## src/rtl/serial_signed_subtractor.sv

```systemverilog
// Bit-serial two's-complement subtractor: diff = a - b, one bit per clock,
// using a single full-adder cell (a + ~b + 1) and a carry flop.
// Optional build macro: SERIAL_SUB_SATURATE_EN clamps diff on signed overflow.
module serial_signed_subtractor #(
    parameter int unsigned N = 8
) (
    input  logic                clk,
    input  logic                rstN,
    input  logic                start,
    input  logic signed [N-1:0] a,
    input  logic signed [N-1:0] b,
    output logic                ready,
    output logic                busy,
    output logic                done,
    output logic signed [N-1:0] diff,
    output logic                overflow
);

    localparam int unsigned CW = (N > 2) ? $clog2(N) : 1;
    localparam logic [CW-1:0] LAST_STEP = CW'(N - 1);
`ifdef SERIAL_SUB_SATURATE_EN
    localparam logic [N-1:0] SAT_POS = {1'b0, {(N-1){1'b1}}};
    localparam logic [N-1:0] SAT_NEG = {1'b1, {(N-1){1'b0}}};
`endif

    typedef enum logic [1:0] {
        IDLE  = 2'd0,
        SHIFT = 2'd1,
        DONE  = 2'd2
    } state_t;

    state_t          r_state;
    state_t          w_state_nxt;
    logic [N-1:0]    r_a;
    logic [N-1:0]    r_b;
    logic [N-1:0]    r_res;
    logic [CW-1:0]   r_cnt;
    logic            r_carry;
    logic            w_accept;
    logic            w_last;
    logic            w_sum;
    logic            w_cout;
    logic            w_ovf;
    logic [N-1:0]    w_res_nxt;
    logic [N-1:0]    w_diff_nxt;

    // Next-state decode plus the full-adder cell and final-result formation
    always_comb begin
        w_state_nxt = r_state;
        w_accept    = 1'b0;
        w_last      = 1'b0;
        w_sum       = r_a[0] ^ r_b[0] ^ r_carry;
        w_cout      = (r_a[0] & r_b[0]) | (r_carry & (r_a[0] ^ r_b[0]));
        w_res_nxt   = {w_sum, r_res[N-1:1]};
        // At the last step r_carry is the MSB carry-in and w_cout the MSB carry-out
        w_ovf       = r_carry ^ w_cout;
        w_diff_nxt  = w_res_nxt;
`ifdef SERIAL_SUB_SATURATE_EN
        // r_a[0] holds the sign of the original minuend at the last step
        if (w_ovf) begin
            w_diff_nxt = r_a[0] ? SAT_NEG : SAT_POS;
        end
`endif
        case (r_state)
            IDLE: begin
                if (start) begin
                    w_accept    = 1'b1;
                    w_state_nxt = SHIFT;
                end
            end
            SHIFT: begin
                if (r_cnt == LAST_STEP) begin
                    w_last      = 1'b1;
                    w_state_nxt = DONE;
                end
            end
            DONE: begin
                w_state_nxt = IDLE;
            end
            default: begin
                w_state_nxt = IDLE;
            end
        endcase
    end

    // State register with registered handshake outputs decoded from next state
    always_ff @(posedge clk or negedge rstN) begin
        if (!rstN) begin
            r_state <= IDLE;
            ready   <= 1'b1;
            busy    <= 1'b0;
            done    <= 1'b0;
        end else begin
            r_state <= w_state_nxt;
            ready   <= (w_state_nxt == IDLE);
            busy    <= (w_state_nxt == SHIFT);
            done    <= (w_state_nxt == DONE);
        end
    end

    // Operand shifters, carry flop, step counter and shadow result
    always_ff @(posedge clk or negedge rstN) begin
        if (!rstN) begin
            r_a     <= '0;
            r_b     <= '0;
            r_res   <= '0;
            r_cnt   <= '0;
            r_carry <= 1'b0;
        end else if (w_accept) begin
            r_a     <= a;
            r_b     <= ~b;
            r_res   <= '0;
            r_cnt   <= '0;
            r_carry <= 1'b1;
        end else if (r_state == SHIFT) begin
            r_a     <= {1'b0, r_a[N-1:1]};
            r_b     <= {1'b0, r_b[N-1:1]};
            r_res   <= w_res_nxt;
            r_cnt   <= r_cnt + CW'(1);
            r_carry <= w_cout;
        end
    end

    // Visible result only loads on the final bit-step, so it holds through later ops
    always_ff @(posedge clk or negedge rstN) begin
        if (!rstN) begin
            diff     <= '0;
            overflow <= 1'b0;
        end else if (w_last) begin
            diff     <= w_diff_nxt;
            overflow <= w_ovf;
        end
    end

endmodule
```

## config.mk

```make
export PLATFORM = sky130hd
export DESIGN_NAME = serial_signed_subtractor
export DESIGN_NICKNAME = d
export VERILOG_FILES = /design/src/rtl/serial_signed_subtractor.sv
export SDC_FILE = /design/constraint.sdc
export NUM_CORES = 1
export LEC_CHECK = 0
export CORE_MARGIN = 2
export CORE_UTILIZATION = 55
export CTS_CLUSTER_SIZE = 30
export DETAILED_ROUTE_END_ITERATION = 6
export GPL_TIMING_DRIVEN = 0
export PLACE_DENSITY = 0.82
export SYNTH_ARGS = -nofsm -noshare
export SYNTH_HDL_FRONTEND = slang
export SYNTH_SLANG_ARGS = --single-unit
export TNS_END_PERCENT = 5
```

## constraint.sdc

```tcl
create_clock -name clk -period 2.8 [get_ports clk]
set_input_delay 0.56 -clock clk [delete_from_list [all_inputs] [get_ports clk]]
set_output_delay 0.56 -clock clk [all_outputs]
set_load 0.005 [all_outputs]
```

==> results.toml, run 1 <==
[run_status]
status = "complete, no violations"

[cells_and_area]
area_growth_pct = 24.31
final_nets = 208
post_route_cells_drive_above_1_share_pct = 16.58
fin_cells = 231
finish.utilization_pct = 72.97
seqCellArea_um2 = 1027
final_area_um2 = 2246
multi_input_area_um2 = 664.4
n_antenna_cell = 0
fillers = 236

[timing]
finalSetupViolCount = 0
grt_setup_unrepaired = "no"
fin_setup_tns_ns = 0
period_needed_ns = 1.948
relSlewSlack_pct = 42.00
drv_slew = 0
worst_pin_slew_ns = 0.8700
worst_hold_slack_ns = 0.2928
finalHoldViolations = 0
finalCritPeriodShare_pct = 69.57
setup_slack_ns = 0.8521
fin_skew_ns = 0.01729
fmax_mhz = 513.4

[detailed_routing]
drt_wl_total_um = 3390
wire_per_inst_um = 14.68
drtIter0Drc = 43
final_antenna_net_count = 0
viasPerCell = 5.294
dr.pass1.iters = 4
vias = 1223
drc_errors = 0

[placed_design]
io_buffers = 30
place_area_um2 = 2157
dp_hpwl_um = 2387
dp_slack_ns = 0.9429
place_congestion = 0.7678
placed_cells = 223

[floorplanning]
dieArea_um2 = 3760
initial_core_util_pct = 58.70
core_um2 = 3078
die_w_um = 61.32
num_rows = 20
die_y_um = 61.32
num_io_pins = 31

[clock_network]
clk_pin_slew_ns = 0.13
ctsLongestPathBuffers = 2
cts_tree = "built"
insertion_delay_ns = 0.37
cts-buffers-inserted = 5
ctsHoldBuffers = 0
cts_sinks = 41
post-cts-setup-buffers = 0
post_cts_resized = 0
root_buffer = "clkbuf_4"
cts.htree.levels = 2

[worst_setup_path]
crit_path_top_delay_cell = "dfstp_2"
crit_buf_inv = 1
cp_top_family = "flip-flops"
worstSetupEndpointType = "primary output"
crit_arrival_ns = 1.39
slowest_delay_ns = 0.54
crit_required_ns = 2.24
worst-path-max-fanout = 1
crit_chain = "clkdlybuf4s50_1"
crit_type = "flip-flop to primary output"
start_kind = "flip-flop"

[logic_synthesis]
yosysSeqAreaShare_pct = 56.86
ys.warnings.count = 0
yosysUniqueCellTypes = 32
synth.ff_latch_count = 41
netlist_instances = 149
syn_avg_cell_area_um2 = 12.13
synth_area_um2 = 1807
synth_nets = 171

[run]
maxCapViolCount = 0

[pwr]
power_leakage_nw = 1.028
finalPower_mw = 2.425
peakVddDrop_uv = 625.3
power.density_nw_per_um2 = 1080

[global_route]
grt_max_degree = 42
grt_pass1_wl_um = 5837
gr-total-overflow = 0
antenna_found_initial = 0
grt_usage_pct = 22.22
grt_pass1_vias = 1260

[min_path]
hold_class = "input pin to asynchronous set/reset pin"
==> flip-flops by register name, indices dropped and copies added (netlist names) <==
| name | count |
|---|---|
| ready | 1 |
| busy | 1 |
| r_cnt | 3 |
| diff | 8 |
| r_res | 7 |
| r_carry | 1 |
| r_a | 8 |
| r_b | 8 |
| r_state | 2 |
| overflow | 1 |
| done | 1 |
==> synthesized netlist by cell type (all sizes together) <==
master,instances,area share [%]
dfrtp,40,55
a22oi,2,0.83
o31ai,2,0.83
nor3b,6,2.5
ha,2,1.4
nor2b,7,2.6
nand2,6,1.2
nand3b,2,1.5
nand3,1,0.28
o21ba,1,0.90
o21ai,3,0.83
dfstp,1,1.5
buf,9,4.7
xor2,1,0.48
fa,1,1.1
inv,7,1.5
clkbuf,1,0.21
nand2b,3,1.0
a21oi,9,2.5
a221o,1,0.55
o22a,6,2.9
a22o,9,4.4
mux2,7,5.2
nor2,9,1.9
nor3,12,3.3
and2b,1,0.55
==> path summary, 6_finish.rpt <==
kind                       startpoint       end  slack [ns]  depth (start not counted)
max in group asynchronous        rstN  r_cnt[2]        1.96                          1
setup / recovery                ready     ready        0.85                          1
hold / removal                   rstN  r_res[5]        0.29                          1
setup reg to reg             r_cnt[0]   diff[6]        1.30                          5
min in group clk             r_cnt[0]  r_cnt[0]        0.49                          1
hold reg to reg              r_cnt[0]  r_cnt[0]        0.49                          1
==> logic make-up (layout without fill, tap and decap cells) <==
group	count (synthesis)	in the layout	synth area share [%]
AND/OR/NAND/NOR	47	47	14.89
flip-flops	41	41	56.86
AO/OA/AOI/OAI	33	33	13.71
buffers and inverters	17	55	6.371
multiplexers	7	7	5.194
adder cells (fa/ha/maj)	3	3	2.493
XOR/XNOR	1	1	0.4849
==> cells in the final DEF (no fill, tap or decap), drive strengths merged <==
master	count
a21oi	9
nand3	1
buf	10
a22o	9
clkinvlp	1
a22oi	2
xor2	1
dfrtp	40
o21ba	1
ha	2
nand2b	3
a221o	1
bufinv	1
dfstp	1
nand3b	2
nor3	12
o31ai	2
clkbuf	7
nor3b	6
clkdlybuf4s50	29
nor2b	7
fa	1
mux2	7
nand2	6
nor2	9
o22a	6
o21ai	3
inv	7
and2b	1
==> layer usage <==
layer / global-route usage (%) / share of wire [%] / vias to the layer above
li1: - / - / 596
met1: 27.50 / 45 / 587
met2: 36.32 / 49 / 34
met3: 6.933 / 4.8 / 6
met4: 9.006 / 1.7 / 0
met5: 0 / 0 / -
==> area by class of cell <==
class / instances / area share [%]
Multi-Input combinational cell: 91 / 29.58
Inverter: 7 / 1.170
Buffer: 10 / 3.955
Timing Repair Buffer: 30 / 13.15
Clock buffer: 6 / 2.284
Clock inverter: 2 / 1.671
Tap cell: 44 / 2.451
Sequential cell: 41 / 45.74
==> report_power, final <==
part	switching, mW	leakage (nW)	internal, mW	total, mW
logic	0.420	0.486	0.574	0.994
clock network	0.196	0.0445	0.212	0.408
registers	0.160	0.498	0.863	1.02
total	0.776	1.03	1.65	2.43
==> worst reg2reg max path: cells and delay by family, from the launching register on <==
kind / cells / cell delay [ns]
adder cells (fa/ha/maj): 2 / 0.42
flip-flops: 1 / 0.42
multiplexers: 1 / 0.30
buffers and inverters: 1 / 0.16
AND/OR/NAND/NOR: 1 / 0.11
(Power assumes the default switching activity.)
==> run 2: changes to the inputs <==
- CORE_UTILIZATION: 55 -> 47
- PLACE_DENSITY: 0.82 -> 0.75
- clock period: 2.8 -> 1.6 ns (I/O delays scaled with it)
==> run 2 against run 1 <==
Die area rose by 16%. Combinational power rose by 76%. Total power rose by 77%. Non-clock buffer count did not move. Highest routed layer unchanged.
==> results.toml, run 2 (synthesis results as in run 1) <==
[min_path]
hold_class = "input pin to asynchronous set/reset pin"

[worst_setup_path]
worst-path-max-fanout = 10
crit_path_top_delay_cell = "dfrtp_1"
startpoint = "r_cnt[0]"
crit_required_ns = 1.79
start_kind = "flip-flop"
path_common_cell = "ha_1"
reg2reg_from = "r_cnt[0]"
crit_arrival_ns = 1.71
slowest_delay_ns = 0.41
crit_type = "flip-flop to flip-flop"
crit_chain = "ha_1 > ha_1 > nand3b_4 > buf_8 > mux2_4"
worstSetupEndpointType = "flip-flop"
crit_buf_inv = 1
cp_top_family = "adder cells"

[detailed_routing]
vias = 1251
drt_wl_total_um = 3414
dr.pass1.iters = 4
drtIter0Drc = 71
wire_per_inst_um = 14.53
final_antenna_net_count = 0
viasPerCell = 5.323
drc_errors = 0

[timing]
finalHoldViolations = 0
fin_skew_ns = 0.01033
fmax_mhz = 657.2
worst_pin_slew_ns = 0.8708
period_needed_ns = 1.522
finalSetupViolCount = 0
finalCritPeriodShare_pct = 95.11
relSlewSlack_pct = 41.95
drv_slew = 0
grt_setup_unrepaired = "no"
setup_slack_ns = 0.07829

[pwr]
p_int_mw = 2.918
p_sw_share_pct = 31.90
combPwrFrac_pct = 40.8
sequentialPowerShare_pct = 41.7
power.switching_mw = 1.367
power.density_nw_per_um2 = 1888
power_leakage_nw = 1.044
peakVddDrop_uv = 897.5
clkPwrFrac_pct = 17.5

[floorplanning]
initial_core_util_pct = 48.98
num_rows = 22
core_um2 = 3689
die_y_um = 66
num_io_pins = 31
die_w_um = 66
dieArea_um2 = 4356

[cells_and_area]
layout_common_cells = "dfrtp_1, clkdlybuf4s50_1, nor3_1"
post_route_cells_drive_above_1_share_pct = 16.58
n_antenna_cell = 0
final_nets = 208
area_growth_pct = 25.62
final_area_um2 = 2270
fin_cells = 235
top_regs = "diff x8, r_a x8, r_b x8"
layout_commonest_cell = "dfrtp_1"

[global_route]
grt_pass1_wl_um = 6127
gr-total-overflow = 0
grt_max_degree = 42
antenna_found_initial = 0
grt_pass1_vias = 1348
grt_usage_pct = 19.01

[clock_network]
clk_pin_slew_ns = 0.08
ctsLongestPathBuffers = 2
cts_tree = "built"
cts_sinks = 41
cts-buffers-inserted = 5
ctsHoldBuffers = 0
post-cts-setup-buffers = 0
cts.htree.levels = 2
insertion_delay_ns = 0.30
root_buffer = "clkbuf_8"

[placed_design]
dp_hpwl_um = 2470
dp_slack_ns = -0.02774
placed_cells = 227
place_area_um2 = 2162
place_congestion = 0.8004
io_buffers = 30

[run_status]
status = "complete, no violations"

[run]
maxCapViolCount = 0
-- run 2: cell count changes in the layout (fill, tap and decap cells not counted), sizes merged --
cell,previous run,this run
bufinv,1,0
clkbuf,7,8
clkdlybuf4s50,29,28
clkinvlp,1,0
dlygate4sd2,0,1
inv,7,8
-- run 2: metrics by stage --
stage | total power, mW | hold slack [ns] | TNS, ns | util, %
2_1_floorplan | 2.938 | 0.02441 | 0 | -
3_3_place_gp | 3.458 | 0.4581 | -29.06 | 58.75
3_5_place_dp | 3.579 | 0.4722 | -0.1519 | 58.62
4_1_cts | 4.331 | 0.1593 | 0 | 61.43
5_1_grt | 4.658 | 0.1970 | 0 | 61.53
6_report | 4.285 | 0.1319 | 0 | 61.53
-- run 2: power by group through the flow --
stage	sequential, mW	combinational, mW	clock (mW)
2_1_floorplan	1.76	1.18	0
3_3_place_gp	1.78	1.68	0
3_5_place_dp	1.81	1.77	0
4_1_cts	1.79	1.77	0.772
5_1_grt	1.86	1.97	0.834
6_report	1.79	1.75	0.748
-- run 2: final cells by class --
type | count | area [um^2]
clock inverter | 1 | 8.758
fill | 291 | 1419
buffer | 10 | 92.59
tap | 48 | 60.06
inverter | 7 | 26.28
timing repair buffer | 30 | 294.0
multi-input combinational | 91 | 664.4
sequential | 41 | 1027
clock buffer | 7 | 96.34
-- run 2: layer usage --
metal / global-route usage, % / wire length [um] / part of all wire [%] / vias up
met1: 22.53 / 1489 / 44 / 616
li1: - / - / - / 595
met3: 4.429 / 160 / 4.7 / 10
met2: 32.07 / 1672 / 49 / 30
met4: 9.949 / 92 / 2.7 / 0
met5: 0 / 0 / 0 / -
-- run 2: path summary, 6_finish.rpt --
check / end / depth (start not counted) / slack [ns]
max reg2reg: diff[5] / 5 / 0.08
max in group asynchronous: diff[0] / 1 / 0.92
min: r_b[2] / 1 / 0.13
min in group clk: r_cnt[0] / 1 / 0.49
min reg2reg: r_cnt[0] / 1 / 0.49
max: diff[5] / 5 / 0.08
-- run 2: worst register-to-register path, delay by kind of cell, from the launching register on --
family | cells | cell delay [ns]
adders and majority gates | 2 | 0.43
buffers and inverters | 1 | 0.15
DFF | 1 | 0.41
muxes | 1 | 0.30
and+or+nand+nor | 1 | 0.12
-- run 2: what timing repair did --
action | 4_1_cts | 5_1_grt
setup endpoints to repair | 1 | 1
resized for setup | 1 | 1
pin swaps | 0 | 0
==> run 3: changes to the inputs <==
- PLACE_DENSITY: 0.75 -> default
- PLACE_DENSITY_LB_ADDON: default -> 0.25
- SKIP_CTS_REPAIR_TIMING: default -> 1
==> run 3 against run 2 <==
Utilization shrank 0.54 points. Non-clock buffer count unchanged. Via count shrank 1.2%. Sequential cell count unchanged. Critical path depth unchanged. Critical path type unchanged.
==> results.toml, run 3 (synthesis results as in run 1) <==
[placed_design]
dp_hpwl_um = 2316
dp_slack_ns = -0.06371
io_buffers = 30
placed_cells = 227
place_congestion = 0.8096

[detailed_routing]
vias = 1236
dr.pass1.iters = 4
drtIter0Drc = 82
viasPerCell = 5.260
drt_wl_total_um = 3280
final_antenna_net_count = 0
drc_errors = 0
wire_per_inst_um = 13.96

[clock_network]
root_buffer = "clkbuf_8"
insertion_delay_ns = 0.30
clk_pin_slew_ns = 0.08
ctsLongestPathBuffers = 2
cts_sinks = 41
cts_tree = "built"
cts-buffers-inserted = 5
cts.htree.levels = 2

[pwr]
p_sw_share_pct = 32.06
peakVddDrop_uv = 756.7
clkPwrFrac_pct = 15.6
p_int_mw = 2.827
sequentialPowerShare_pct = 43.0
power_leakage_nw = 1.042
power.switching_mw = 1.334
power.density_nw_per_um2 = 1850
finalPower_mw = 4.161
combPwrFrac_pct = 41.5

[cells_and_area]
n_antenna_cell = 0
finish.utilization_pct = 60.99
area_growth_pct = 24.52
final_nets = 208
layout_common_cells = "dfrtp_1, clkdlybuf4s50_1, nor3_1"
fin_cells = 235
layout_commonest_cell = "dfrtp_1"
fillers = 325
top_regs = "diff x8, r_a x8, r_b x8"
post_route_cells_drive_above_1_share_pct = 16.58

[timing]
worst_pin_slew_ns = 0.8852
relSlewSlack_pct = 40.99
period_needed_ns = 1.509
finalHoldViolations = 0
finalCritPeriodShare_pct = 94.28
grt_setup_unrepaired = "no"
fmax_mhz = 662.9
finalSetupViolCount = 0
fin_setup_tns_ns = 0
drv_slew = 0
setup_slack_ns = 0.09147
fin_skew_ns = 0.007017

[worst_setup_path]
worstSetupEndpointType = "flip-flop"
start_kind = "flip-flop"
worst-path-max-fanout = 10
crit_arrival_ns = 1.69
crit_type = "flip-flop to flip-flop"
crit_required_ns = 1.78

[global_route]
grt_usage_pct = 17.97
gr-total-overflow = 0
antenna_found_initial = 0
gr-usage-met1_pct = 23.85
grt_use_met2_pct = 28.41
busiest_layer = "met2"
grt_pass1_vias = 1267
grt_max_degree = 42
grtUsageMet3_pct = 4.600
grt_pass1_wl_um = 5844

[floorplanning]
die_w_um = 66
dieArea_um2 = 4356
die_y_um = 66
core_um2 = 3689
num_io_pins = 31
num_rows = 22
initial_core_util_pct = 48.98

[run_status]
status = "complete, no violations"

[min_path]
hold_class = "input pin to asynchronous set/reset pin"

[run]
maxCapViolCount = 0
run 3: cell count changes in the layout (fill, tap and decap cells not counted), sizes merged:
cell          delta
clkbuf           -1
dlygate4sd2      -1
dlymetal6s2s     +1
inv              -1
clkinv           +2
run 3: power groups by stage:
stage,clock (mW),sequential (mW),combinational [mW]
after floorplan,0,1.76,1.18
after global placement,0,1.78,1.69
after detailed placement,0,1.81,1.75
after CTS,0.666,1.79,1.75
after global routing,0.700,1.85,1.96
final,0.647,1.79,1.72
run 3: worst paths after layout:
path                            cells past startpoint  endpoint      from  slack (ns)
worst max-delay path                                5   diff[6]  r_cnt[0]        0.09
worst min-delay path                                1   diff[5]      rstN        0.15
min in group clk                                    2   diff[7]   diff[7]        0.48
max in group asynchronous                           1    r_a[7]      rstN        0.91
worst max register to register                      5   diff[6]  r_cnt[0]        0.09
worst min register to register                      2   diff[7]   diff[7]        0.48
run 3: area by class of cell:
cell class / instances / area (um^2) / share of cell area [%]
flip-flops and latches: 41 / 1027 / 45.66
multi-input cells: 91 / 666.9 / 29.64
inverters: 7 / 26.28 / 1.168
clock inverters: 2 / 10.01 / 0.4449
well taps: 48 / 60.06 / 2.670
plain buffers: 10 / 88.84 / 3.949
clock buffers: 6 / 72.57 / 3.226
repair buffers: 30 / 297.8 / 13.24
run 3: metal layers:
metal  share of wire [%]  up-vias
met5                   0        -
li1                    -      597
met3                 4.4        6
met1                  46      606
met2                  48       27
met4                 1.7        0
run 3: critical path, stage by stage, from the launching register on:
cell and delay (ns):
dfrtp_1 0.41, ha_1 0.22, ha_2 0.21, nand3b_4 0.11, buf_6 0.15, mux2_4 0.30
run 3: stage by stage:
stage	hold slack [ns]	area, um^2
2_1_floorplan	0.02441	1807
3_3_place_gp	0.4614	2167
3_5_place_dp	0.4707	2162
4_1_cts	0.1734	2245
5_1_grt	0.2283	2250
6_report	0.1453	2250
